$ cat src/rtl/knn_vote_selector.sv
// KNN vote selector: keeps the K nearest (distance, type) results of a run, then majority-votes.
// Latency: result_valid_o pulses in the cycle beginning C+1 edges after the edge sampling the final done_i.
// Backpressure: none; one sample accepted per done_i strobe, start_i aborts any run in progress.
//
// Ports:
//   clk_i, rst_i          clock, synchronous active-high reset
//   start_i               pulse that begins (or restarts) a classification run
//   distance_i, data_type_i, done_i   one upstream result per done_i strobe
//   result_type_o, result_valid_o     winning class and its one-cycle valid pulse
//   busy_o                high in COLLECT, VOTE and DONE
// Optional build macro: KNN_TIE_NEAREST_EN (vote ties go to the class owning the nearest neighbour).
module knn_vote_selector #(
    parameter int W         = 16,
    parameter int TYPE_W    = 2,
    parameter int K         = 5,
    parameter int N_SAMPLES = 16
) (
    input  logic              clk_i,
    input  logic              rst_i,
    input  logic              start_i,
    input  logic [W-1:0]      distance_i,
    input  logic [TYPE_W-1:0] data_type_i,
    input  logic              done_i,
    output logic [TYPE_W-1:0] result_type_o,
    output logic              result_valid_o,
    output logic              busy_o
);

    localparam int                C         = 1 << TYPE_W;
    localparam int                CNT_W     = $clog2(K + 1);
    localparam int                SC_W      = $clog2(N_SAMPLES + 1);
    localparam logic [W-1:0]      DIST_INIT = {1'b0, {(W-1){1'b1}}};
    localparam logic [TYPE_W-1:0] LAST_CLS  = TYPE_W'(C - 1);

    typedef enum logic [1:0] {
        S_IDLE,
        S_COLLECT,
        S_VOTE,
        S_DONE
    } state_t;

    state_t              state_q;
    logic [W-1:0]        dist_q [K];
    logic [TYPE_W-1:0]   type_q [K];
    logic                vld_q  [K];
    logic [SC_W-1:0]     smp_cnt_q;
    logic [TYPE_W-1:0]   vote_cls_q;
    logic [CNT_W-1:0]    best_cnt_q;
    logic [TYPE_W-1:0]   best_cls_q;
    logic [TYPE_W-1:0]   result_type_q;
    logic                result_valid_q;
    logic                busy_q;

    logic [W-1:0]        dist_d [K];
    logic [TYPE_W-1:0]   type_d [K];
    logic                vld_d  [K];
    logic [SC_W-1:0]     smp_cnt_d;
    logic                ins_found;
    logic [CNT_W-1:0]    ins_pos;
    logic [CNT_W-1:0]    vote_cnt;
    logic                vote_win;

`ifdef KNN_TIE_NEAREST_EN
    logic [CNT_W-1:0]    best_rank_q;
    logic [CNT_W-1:0]    vote_rank;
`endif

    assign result_type_o  = result_type_q;
    assign result_valid_o = result_valid_q;
    assign busy_o         = busy_q;
    assign smp_cnt_d      = smp_cnt_q + SC_W'(1);

    // Sorted insertion. Valid entries are always packed at the low indices, so the
    // first slot that is either empty or strictly farther is the insertion point;
    // the strict compare keeps earlier arrivals ahead of equal distances.
    always_comb begin
        ins_found = 1'b0;
        ins_pos   = '0;
        for (int j = 0; j < K; j++) begin
            if (!ins_found && (!vld_q[j] || (distance_i < dist_q[j]))) begin
                ins_found = 1'b1;
                ins_pos   = CNT_W'(j);
            end
        end
        for (int j = 0; j < K; j++) begin
            dist_d[j] = dist_q[j];
            type_d[j] = type_q[j];
            vld_d[j]  = vld_q[j];
        end
        if (ins_found) begin
            // Entries behind the insertion point move back one slot; the last one falls off.
            for (int j = 1; j < K; j++) begin
                if (CNT_W'(j) > ins_pos) begin
                    dist_d[j] = dist_q[j-1];
                    type_d[j] = type_q[j-1];
                    vld_d[j]  = vld_q[j-1];
                end
            end
            for (int j = 0; j < K; j++) begin
                if (CNT_W'(j) == ins_pos) begin
                    dist_d[j] = distance_i;
                    type_d[j] = data_type_i;
                    vld_d[j]  = 1'b1;
                end
            end
        end
    end

    // Population count of the class under evaluation this cycle.
    always_comb begin
        vote_cnt = '0;
        for (int j = 0; j < K; j++) begin
            if (vld_q[j] && (type_q[j] == vote_cls_q)) begin
                vote_cnt = vote_cnt + CNT_W'(1);
            end
        end
    end

`ifdef KNN_TIE_NEAREST_EN
    // Lowest list index holding the evaluated class; K means "absent".
    always_comb begin
        vote_rank = CNT_W'(K);
        for (int j = K - 1; j >= 0; j--) begin
            if (vld_q[j] && (type_q[j] == vote_cls_q)) begin
                vote_rank = CNT_W'(j);
            end
        end
    end

    always_comb begin
        vote_win = (vote_cnt > best_cnt_q);
        if ((vote_cnt == best_cnt_q) && (vote_cnt != '0) && (vote_rank < best_rank_q)) begin
            vote_win = 1'b1;
        end
    end
`else
    always_comb begin
        vote_win = (vote_cnt > best_cnt_q);
    end
`endif

    always_ff @(posedge clk_i) begin
        if (rst_i) begin
            state_q        <= S_IDLE;
            smp_cnt_q      <= '0;
            vote_cls_q     <= '0;
            best_cnt_q     <= '0;
            best_cls_q     <= '0;
            result_type_q  <= '0;
            result_valid_q <= 1'b0;
            busy_q         <= 1'b0;
`ifdef KNN_TIE_NEAREST_EN
            best_rank_q    <= CNT_W'(K);
`endif
            for (int j = 0; j < K; j++) begin
                dist_q[j] <= DIST_INIT;
                type_q[j] <= '0;
                vld_q[j]  <= 1'b0;
            end
        end else begin
            result_valid_q <= 1'b0;
            if (start_i) begin
                // start_i wins over everything, including a same-cycle done_i.
                state_q   <= S_COLLECT;
                busy_q    <= 1'b1;
                smp_cnt_q <= '0;
                for (int j = 0; j < K; j++) begin
                    dist_q[j] <= DIST_INIT;
                    type_q[j] <= '0;
                    vld_q[j]  <= 1'b0;
                end
            end else begin
                case (state_q)
                    S_COLLECT: begin
                        if (done_i) begin
                            for (int j = 0; j < K; j++) begin
                                dist_q[j] <= dist_d[j];
                                type_q[j] <= type_d[j];
                                vld_q[j]  <= vld_d[j];
                            end
                            smp_cnt_q <= smp_cnt_d;
                            if (smp_cnt_d == SC_W'(N_SAMPLES)) begin
                                state_q    <= S_VOTE;
                                vote_cls_q <= '0;
                                best_cnt_q <= '0;
                                best_cls_q <= '0;
`ifdef KNN_TIE_NEAREST_EN
                                best_rank_q <= CNT_W'(K);
`endif
                            end
                        end
                    end
                    S_VOTE: begin
                        if (vote_win) begin
                            best_cnt_q <= vote_cnt;
                            best_cls_q <= vote_cls_q;
`ifdef KNN_TIE_NEAREST_EN
                            best_rank_q <= vote_rank;
`endif
                        end
                        if (vote_cls_q == LAST_CLS) begin
                            state_q <= S_DONE;
                        end else begin
                            vote_cls_q <= vote_cls_q + TYPE_W'(1);
                        end
                    end
                    S_DONE: begin
                        result_type_q  <= best_cls_q;
                        result_valid_q <= 1'b1;
                        state_q        <= S_IDLE;
                        busy_q         <= 1'b0;
                    end
                    default: begin
                        state_q <= S_IDLE;
                        busy_q  <= 1'b0;
                    end
                endcase
            end
        end
    end

endmodule
$ cat config.mk
export PLATFORM = sky130hd
export DESIGN_NAME = knn_vote_selector
export DESIGN_NICKNAME = d
export VERILOG_FILES = /design/src/rtl/knn_vote_selector.sv
export SDC_FILE = /design/constraint.sdc
export NUM_CORES = 1
export LEC_CHECK = 0
export CAP_MARGIN = 20
export CORE_MARGIN = 2
export CORE_UTILIZATION = 65
export DETAILED_ROUTE_END_ITERATION = 10
export PLACE_DENSITY = 0.84
export SYNTH_ARGS = -nofsm -noshare
export SYNTH_HDL_FRONTEND = slang
export SYNTH_SLANG_ARGS = --single-unit
$ cat constraint.sdc
create_clock -name clk_i -period 9.05 [get_ports clk_i]
set_clock_uncertainty 0.1 [all_clocks]
set_input_delay 1.81 -clock clk_i [delete_from_list [all_inputs] [get_ports clk_i]]
set_output_delay 1.81 -clock clk_i [all_outputs]
set_load 0.005 [all_outputs]
* Yosys cells after proc, flatten, opt, wreduce, memory -nomap -nowiden
Memories as Yosys holds them, arrays and structs flattened.
Cells that the tools add are included.
** Cells by class
- Reduce and logical (&&, ||, !) cells :: 33
- Equal/unequal tests :: 23
- Muxes and demuxes :: 102
- Multipliers :: 0
- $lt $le $gt $ge :: 10
- Bitwise logic cells :: 31
- Shift-type cells :: 0
- Add/subtract/negate cells :: 6
- Div/mod/pow operators :: 0
** Operators with widths (number)
- 16-bit two-way mux :: 19
- 16-bit less-than comparator :: 5
- 80-bit two-way mux :: 1
- 2-bit two-way mux :: 26
- 1-bit two-way mux :: 40
- 3-bit two-way mux :: 10
- 1-bit bitwise OR :: 30
- 3-bit by 1-bit adder with 3-bit output (second input constant) :: 4
- 2-bit case mux with 2 select lines :: 3
- 2-bit == test :: 5
- 10-bit two-way mux :: 1
- 2-bit inequality test (second input constant) :: 5
- 5-bit AND reduction :: 2
- 1-bit logical AND :: 9
- 1-bit logical NOT :: 9
- 3-bit inequality test (second input constant) :: 3
- 2-bit == test (second input constant) :: 3
- 2-bit by 3-bit == test with 1-bit output (first input constant) :: 2
- 2-bit by 3-bit greater-than comparator with 1-bit output (first input constant) :: 2
- 3-bit case mux with 2 select lines :: 1
- 3-bit AND reduction :: 2
- 5-bit by 1-bit adder with 5-bit output (second input constant) :: 1
- 5-bit == test (second input constant) :: 1
- 1-bit logical OR :: 5
- other kinds (14) :: 16
** Word-level totals
- Word-level logic and storage cells :: 217
- Output and inout bits :: 4
- Latch bits :: 0
- Memories :: 3
- Bits in registers :: 18
- Bits in read-only memories :: 0
- Bits in writable memories :: 95
- Input bits :: 22
** Memory list
- dist_q :: words 5, bits a word 16, read ports 5, clocked after Yosys merged registers in 0, wr ports 5, RTL line 43 : logic [W-1:0] dist_q [K];
- type_q :: words 5, bits a word 2, read ports 5, clocked after Yosys merged registers in 0, wr ports 5, RTL line 44 : logic [TYPE_W-1:0] type_q [K];
- vld_q :: words 5, bits a word 1, read ports 5, clocked after Yosys merged registers in 0, wr ports 5, RTL line 45 : logic vld_q [K];

* Logic depth before layout (Yosys ltp)
Gate-level depths: netlist of run 1.
An unclocked memory read counts as a cell.
- Depth after elaboration :: 21
- Gate-level depth with buffers :: 19
- Depth with buffers taken out :: 18

* Least setup slack after synthesis of run 1
OpenSTA, ideal clock, no wires.
- Path kind :: input to register
- Start point :: input distance_i[1]
- End point :: memory dist_q[4][0] (netlist: dist_q[0][64]) (enable)
- Required time :: 8.532 ns
- Stages :: 7
- Library setup time :: 0.418 ns
- Arrival time :: 4.584 ns
- Slack :: 3.948 ns
- Buffers on the path :: 0
- Cell sequence :: ha_1 -> a2111oi_0 -> nor4b_1 -> o41a_4 -> nand4_4 -> nor2b_1 -> o21ai_0
** RTL lines
- from (decl) :: RTL line 21 : input logic [W-1:0] distance_i,
- to (decl) :: RTL line 43

==> results.tsv, run 1 <==
stage	metric	value	unit
power	sequential power share	46.0	%
die	Core ar.	10800	um^2
worst_hold_path	Hold WC Path Type	reg2reg	
timing	worst hold slack	0.351	ns
clocking	CTS Buffer Depth	2	
worst_setup_path	type of origin of the critical path	input pin	
yosys	syn avg cell area	9.92	um^2
yosys	sequential share of the synthesized area	44.3	%
detailed_routing	drc violations	0	
cells_and_area	commonest non-fill, non-tap cell in the layout	inv_1	
detailed_routing	vias per cell	6.19	
yosys	synth unique cells	57	
power	Sw Pwr	0.297	mW
die	I/O pins	26	
timing	Setup TNS	0	ns
cells_and_area	fin nets	864	
die	full die area	12000	um^2
grt	gr ovfl total	0	
placement	Detailed Place HPWL	12700	um
timing	RSZ-0062 raised after global routing	no	
worst_setup_path	CP required	9.20	ns
detailed_routing	M1 WL	7000	um
power	clock network power share	45.8	%
detailed_routing	highest metal used	met4	
worst_setup_path	Buffers & Inverters on Critical Path	2	
grt	largest net degree at the start of global routing	39	
yosys	Synth top area share	39.3	%
run	Max-Cap Viols	0	
grt	vias in the first global route	5686	
cells_and_area	number of diodes	0	
clocking	H-tree depth	4	
clocking	clk slew on worst S/H paths	0.05	ns
cells_and_area	layout cells sized above 1	6.39	%
detailed_routing	First DRT Iteration DRCs	504	
placement	GP Congestion	0.943	
yosys	Post-synth EDFFs	95	
timing	Setup WS post-layout	3.74	ns
placement	DP Area	7590	um^2
timing	final worst path period need	5.31	ns
timing	Worst-Margin Slew	0.988	ns
power	power per cell area	155	nW/um^2
worst_setup_path	crit-path leading delay family	compound AO/OA/AOI/OAI gates	
detailed_routing	ANT nets after route	0	
grt	GRT Util Overall	31.9	%
worst_setup_path	CP cell instances	clkdlybuf4s50_1 -> ha_1 -> a2111oi_0 -> nor4b_1 -> o41a_4 -> nor2b_2 -> buf_4 -> o211ai_1	
detailed_routing	WL met3	1510	um
cells_and_area	post-route cell area	8100	um^2
yosys	Mapped Nets	841	
power	VDD IR max	0.123	mV
die	starting density of the core	66.9	%
detailed_routing	routed wire length	17500	um
power	Pint	0.955	mW
timing	Fmax	0.188	GHz
power	Switching Share	23.7	%
placement	Post-Place Cells	874	
clocking	Clock Latency Late Sink	0.54	ns
cells_and_area	Area Overhead vs Synth	11.7	%
yosys	leading area contributor after synthesis	edfxtp_1	
power	Leak Pwr	3.53	nW
worst_setup_path	CP Class	in2reg	
clocking	CTS Hold Bufs	0	
timing	Worst slew margin	34.0	%
yosys	#FFs+latches synth	113	
yosys	top_reg_cell synth	edfxtp_1	
timing	max-slew violations	0	
timing	Final Hold Fails	0	
yosys	cells after synthesis	731	
worst_setup_path	setup slack, reg-to-reg	4.75	ns
placement	Post-Place Worst Slack	3.20	ns
die	FP Rows	38	
cells_and_area	most frequent cells in the layout	109 x inv_1, 95 x edfxtp_1, 88 x ha_1, 71 x nor2_1, 55 x nand2_1	
cells_and_area	Final Util	74.7	%
worst_setup_path	Worst Path Max Fanout	20	
timing	final period utilization	58.6	%
yosys	synthesized area	7250	um^2
die	Chip Width	110	um
clocking	postcts setup bufs	0	
detailed_routing	met2 WL	8500	um
worst_setup_path	max incr delay on CP	0.76	ns
clocking	CTS tree	built	
clocking	TritonCTS Buffers	17	
clocking	post-CTS sizing	0	
cells_and_area	Non-Filler Instances	907	
clocking	CTS Sinks	113	
power	Comb pwr share	8.2	%
die	die height	110	um
run_status	status	finished clean	
timing	final setup fails	0	
detailed_routing	wire per inst	19.3	um
placement	IO Port Bufs	25	
yosys	fraction of registers with async set/reset	0	%
worst_setup_path	worst endpoint data arrival time	5.46	ns
clocking	Root Buffer	clkbuf_8	
power	total power	1.25	mW
yosys	warnings from Yosys	0	
detailed_routing	DRT Pass-1 Iters	5	
worst_setup_path	CP Capture Type	flip-flop	
detailed_routing	routed vias	5613	
yosys	synth top area cells	edfxtp_1 39%, ha_1 15%, inv_1 5.6%, dfxtp_1 5.0%, mux2i_1 3.7%	
grt	first-pass GRT wire length	28400	um
grt	initial antenna violation count	0	
worst_setup_path	CP max-delay cell	a2111oi_0	
## final cells by class
| class | count | area, um^2 |
|---|---|---|
| tap | 140 | 175 |
| multi-input combinational | 482 | 3490 |
| inverter | 109 | 409 |
| clock buffer | 25 | 464 |
| sequential | 113 | 3210 |
| timing repair buffer | 31 | 308 |
| clock inverter | 7 | 37.5 |
| fill | 783 | 2740 |
## cell families after synthesis
logic type      after synthesis  synth area share (%)
simple gates                210                  14.0
compound gates              136                  12.5
buf+inv                     136                  7.68
flops                       113                  44.3
fa+ha+maj                    88                  15.2
mux                          29                  4.04
xor+xnor                     19                  2.29
## state kept, by name (all words and copies together) (netlist names)
register / count
best_cls_q: 2
best_cnt_q: 3
busy_o: 1
dist_q: 80
result_type_o: 2
result_valid_o: 1
smp_cnt_q: 5
state_q: 2
type_q: 10
vld_q: 5
vote_cls_q: 2
## metal layers
| layer | track usage [%] | up-vias |
|---|---|---|
| met4 | 13.7 | 0 |
| met5 | 0 | - |
| li1 | - | 2650 |
| met2 | 53.5 | 263 |
| met3 | 7.29 | 51 |
| met1 | 39.8 | 2649 |
## Yosys cell counts (5+ instances only)
cell type  number
o21a_1          7
edfxtp_1       95
nor2b_1         5
dfxtp_1        18
a21oi_1        39
ha_1           88
nand3_1        19
and3_1          5
o21ai_0        13
clkbuf_1       15
nand2_1        55
nor2_1         71
xnor2_1        15
inv_1         109
nand4_1        13
nor3_1         20
o211ai_1       15
buf_2           6
mux2i_1        27
a21o_1          8
a31oi_1        29
## power groups by stage
stage	Combinational [mW]	Clock, mW	Sequential [mW]
finish	0.103	0.573	0.576
global route	0.113	0.598	0.576
CTS	0.102	0.573	0.576
detailed placement	0.100	0	0.586
global placement	0.0932	0	0.586
floorplan	0.0593	0	0.584
## tightest hold or removal path, delay by kind of cell, from the launching register on
kind,cells,cell delay [ns]
AOI/OAI and AO/OA,1,0.05
DFF,1,0.30
and+or+nand+nor,1,0.05
## worst paths after layout
| check | end | depth (start not counted) | startpoint |
|---|---|---|---|
| max | dist_q[0][26] | 8 | distance_i[1] |
| min | best_cnt_q[2] | 2 | best_cnt_q[2] |
| max reg2reg | best_cnt_q[0] | 16 | vote_cls_q[0] |
| min reg2reg | best_cnt_q[2] | 2 | best_cnt_q[2] |
Power figures use the tool's default switching activity.
==> run 2, diff against run 1 <==
--- a/config.mk
+++ b/config.mk
@@ -7,9 +7,9 @@
 export LEC_CHECK = 0
 export CAP_MARGIN = 20
 export CORE_MARGIN = 2
-export CORE_UTILIZATION = 65
+export CORE_UTILIZATION = 62
 export DETAILED_ROUTE_END_ITERATION = 10
-export PLACE_DENSITY = 0.84
+export PLACE_DENSITY = 0.81
 export SYNTH_ARGS = -nofsm -noshare
 export SYNTH_HDL_FRONTEND = slang
 export SYNTH_SLANG_ARGS = --single-unit
==> constraint.sdc (replaced) <==
create_clock -name clk_i -period 4.9 [get_ports clk_i]
set_clock_uncertainty 0.1 [all_clocks]
set_input_delay 0.98 -clock clk_i [delete_from_list [all_inputs] [get_ports clk_i]]
set_output_delay 0.98 -clock clk_i [all_outputs]
set_load 0.005 [all_outputs]
==> results.tsv, run 2 (synthesis gave the netlist of run 1 again) <==
stage	metric	value	unit	change
die	FP Rows	39		+2.6%
worst_hold_path	Hold WC Path Type	reg2reg		
timing	RSZ-0062 raised after global routing	no		
clocking	postcts setup bufs	0		unchanged
clocking	TritonCTS Buffers	17		unchanged
cells_and_area	fillers	817		+4.3%
grt	initial antenna violation count	0		unchanged
cells_and_area	commonest non-fill, non-tap cell in the layout	inv_1		
grt	gr ovfl total	0		unchanged
cells_and_area	number of diodes	0		unchanged
detailed_routing	First DRT Iteration DRCs	609		+21%
die	Core ar.	11400	um^2	+5.3%
detailed_routing	ANT nets after route	0		unchanged
timing	Fmax	0.227	GHz	
grt	vias in the first global route	5571		-2.0%
cells_and_area	Area Overhead vs Synth	13.6	%	
detailed_routing	routed vias	5586		-0.48%
placement	Post-Place Worst Slack	0.132	ns	-3.06 ns
cells_and_area	fin nets	872		+0.93%
cells_and_area	most frequent cells in the layout	109 x inv_1, 95 x edfxtp_1, 88 x ha_1, 71 x nor2_1, 55 x nand2_1		
cells_and_area	layout cells sized above 1	7.48	%	+1.1 points
clocking	Root Buffer	clkbuf_16		
worst_setup_path	CP required	4.93	ns	-4.27 ns
die	starting density of the core	63.5	%	-3.4 points
timing	final setup fails	0		unchanged
worst_setup_path	CP cell instances	clkdlybuf4s50_1 -> ha_1 -> nand4_1 -> or3_1 -> nor4_1 -> o41a_2 -> nand3_4 -> or2_1 -> mux2i_1		
placement	DP Area	7670	um^2	+1.2%
detailed_routing	routed wire length	17900	um	+2.5%
clocking	CTS Buffer Depth	2		unchanged
cells_and_area	Largest register FFs	80		unchanged
cells_and_area	post-route cell area	8240	um^2	+1.7%
timing	Final Hold Fails	0		unchanged
worst_setup_path	CP max-delay cell	clkdlybuf4s50_1		
timing	final period utilization	89.9	%	
worst_setup_path	crit-path leading delay family	simple AND/OR/NAND/NOR gates		
worst_setup_path	max incr delay on CP	0.57	ns	-0.19 ns
detailed_routing	vias per cell	6.08		-1.7%
cells_and_area	Largest Register	dist_q		
power	power per cell area	296	nW/um^2	+91%
timing	Setup WS post-layout	0.495	ns	-3.25 ns
run	Max-Cap Viols	0		unchanged
cells_and_area	biggest regs	dist_q: 80 flops, type_q: 10 flops		
detailed_routing	wire per inst	19.5	um	+1.2%
power	VDD IR max	0.302	mV	+140%
worst_setup_path	CP Capture Type	flip-flop		
run_status	status	finished clean		
clocking	post-CTS sizing	0		unchanged
worst_setup_path	Worst Path Max Fanout	18		-10%
detailed_routing	DRT Pass-1 Iters	6		+1
clocking	CTS Sinks	113		unchanged
placement	Detailed Place HPWL	12800	um	+1.3%
placement	IO Port Bufs	25		unchanged
clocking	CTS Hold Bufs	0		unchanged
timing	max-slew violations	0		unchanged
timing	Setup TNS	0	ns	unchanged
cells_and_area	Final Util	72.2	%	-2.6 points
worst_setup_path	Buffers & Inverters on Critical Path	1		-1
grt	first-pass GRT wire length	28200	um	-0.68%
grt	GRT Util Overall	29.2	%	-2.7 points
worst_setup_path	type of origin of the critical path	input pin		
die	Chip Width	112	um	+2.3%
timing	Worst-Margin Slew	0.882	ns	-0.107 ns
die	full die area	12600	um^2	+4.7%
grt	largest net degree at the start of global routing	37		-5.1%
clocking	clk slew on worst S/H paths	0.05	ns	about the same
timing	Worst slew margin	41.2	%	+7.3 points
power	Leak Pwr	3.60	nW	+1.9%
clocking	Clock Latency Late Sink	0.42	ns	-0.12 ns
detailed_routing	drc violations	0		unchanged
die	I/O pins	26		unchanged
clocking	CTS tree	built		
timing	worst hold slack	0.351	ns	+0.000566 ns
timing	final worst path period need	4.40	ns	
die	die height	112	um	+2.3%
worst_setup_path	worst endpoint data arrival time	4.44	ns	-1.02 ns
worst_setup_path	CP Class	in2reg		
clocking	H-tree depth	4		unchanged
placement	GP Congestion	0.957		+1.5%
## run 2: layout make-up
class,instances,area [um^2],area share (%)
inverters,109,409,4.97
clock inverters,5,51.3,0.623
multi-input cells,482,3490,42.4
clock buffers,27,513,6.23
flip-flops and latches,113,3210,39.0
well taps,143,179,2.17
repair buffers,39,380,4.62
## run 2: where the power goes
group          internal (mW)  switching [mW]
sequential              1.05          0.0101
clock                  0.760           0.418
combinational         0.0729           0.123
total                   1.89           0.551
## run 2: stage by stage
stage	instances	power (mW)
after floorplan	731	1.19
final	918	2.44
after global routing	918	2.51
after CTS	918	2.44
after detailed placement	886	1.27
after global placement	886	1.26
## run 2: per-layer routing
metal / track usage, % / share of wire [%]
met2: 48.7 / 49
met5: 0 / 0
met3: 7.61 / 6.7
met1: 37.3 / 42
met4: 9.84 / 2.6
## run 2: worst min-delay path, stage by stage (launching register included)
cell	delay (ns)
dfxtp_1	0.30
nand2_1	0.05
a21oi_1	0.05
## run 2: path summary, 6_finish.rpt
kind              endpoint           start  slack, ns  cells past startpoint
max           type_q[0][7]  distance_i[13]       0.50                      9
min          best_cnt_q[2]   best_cnt_q[2]       0.35                      2
max reg2reg  best_cnt_q[0]   vote_cls_q[0]       0.69                     16
min reg2reg  best_cnt_q[2]   best_cnt_q[2]       0.35                      2
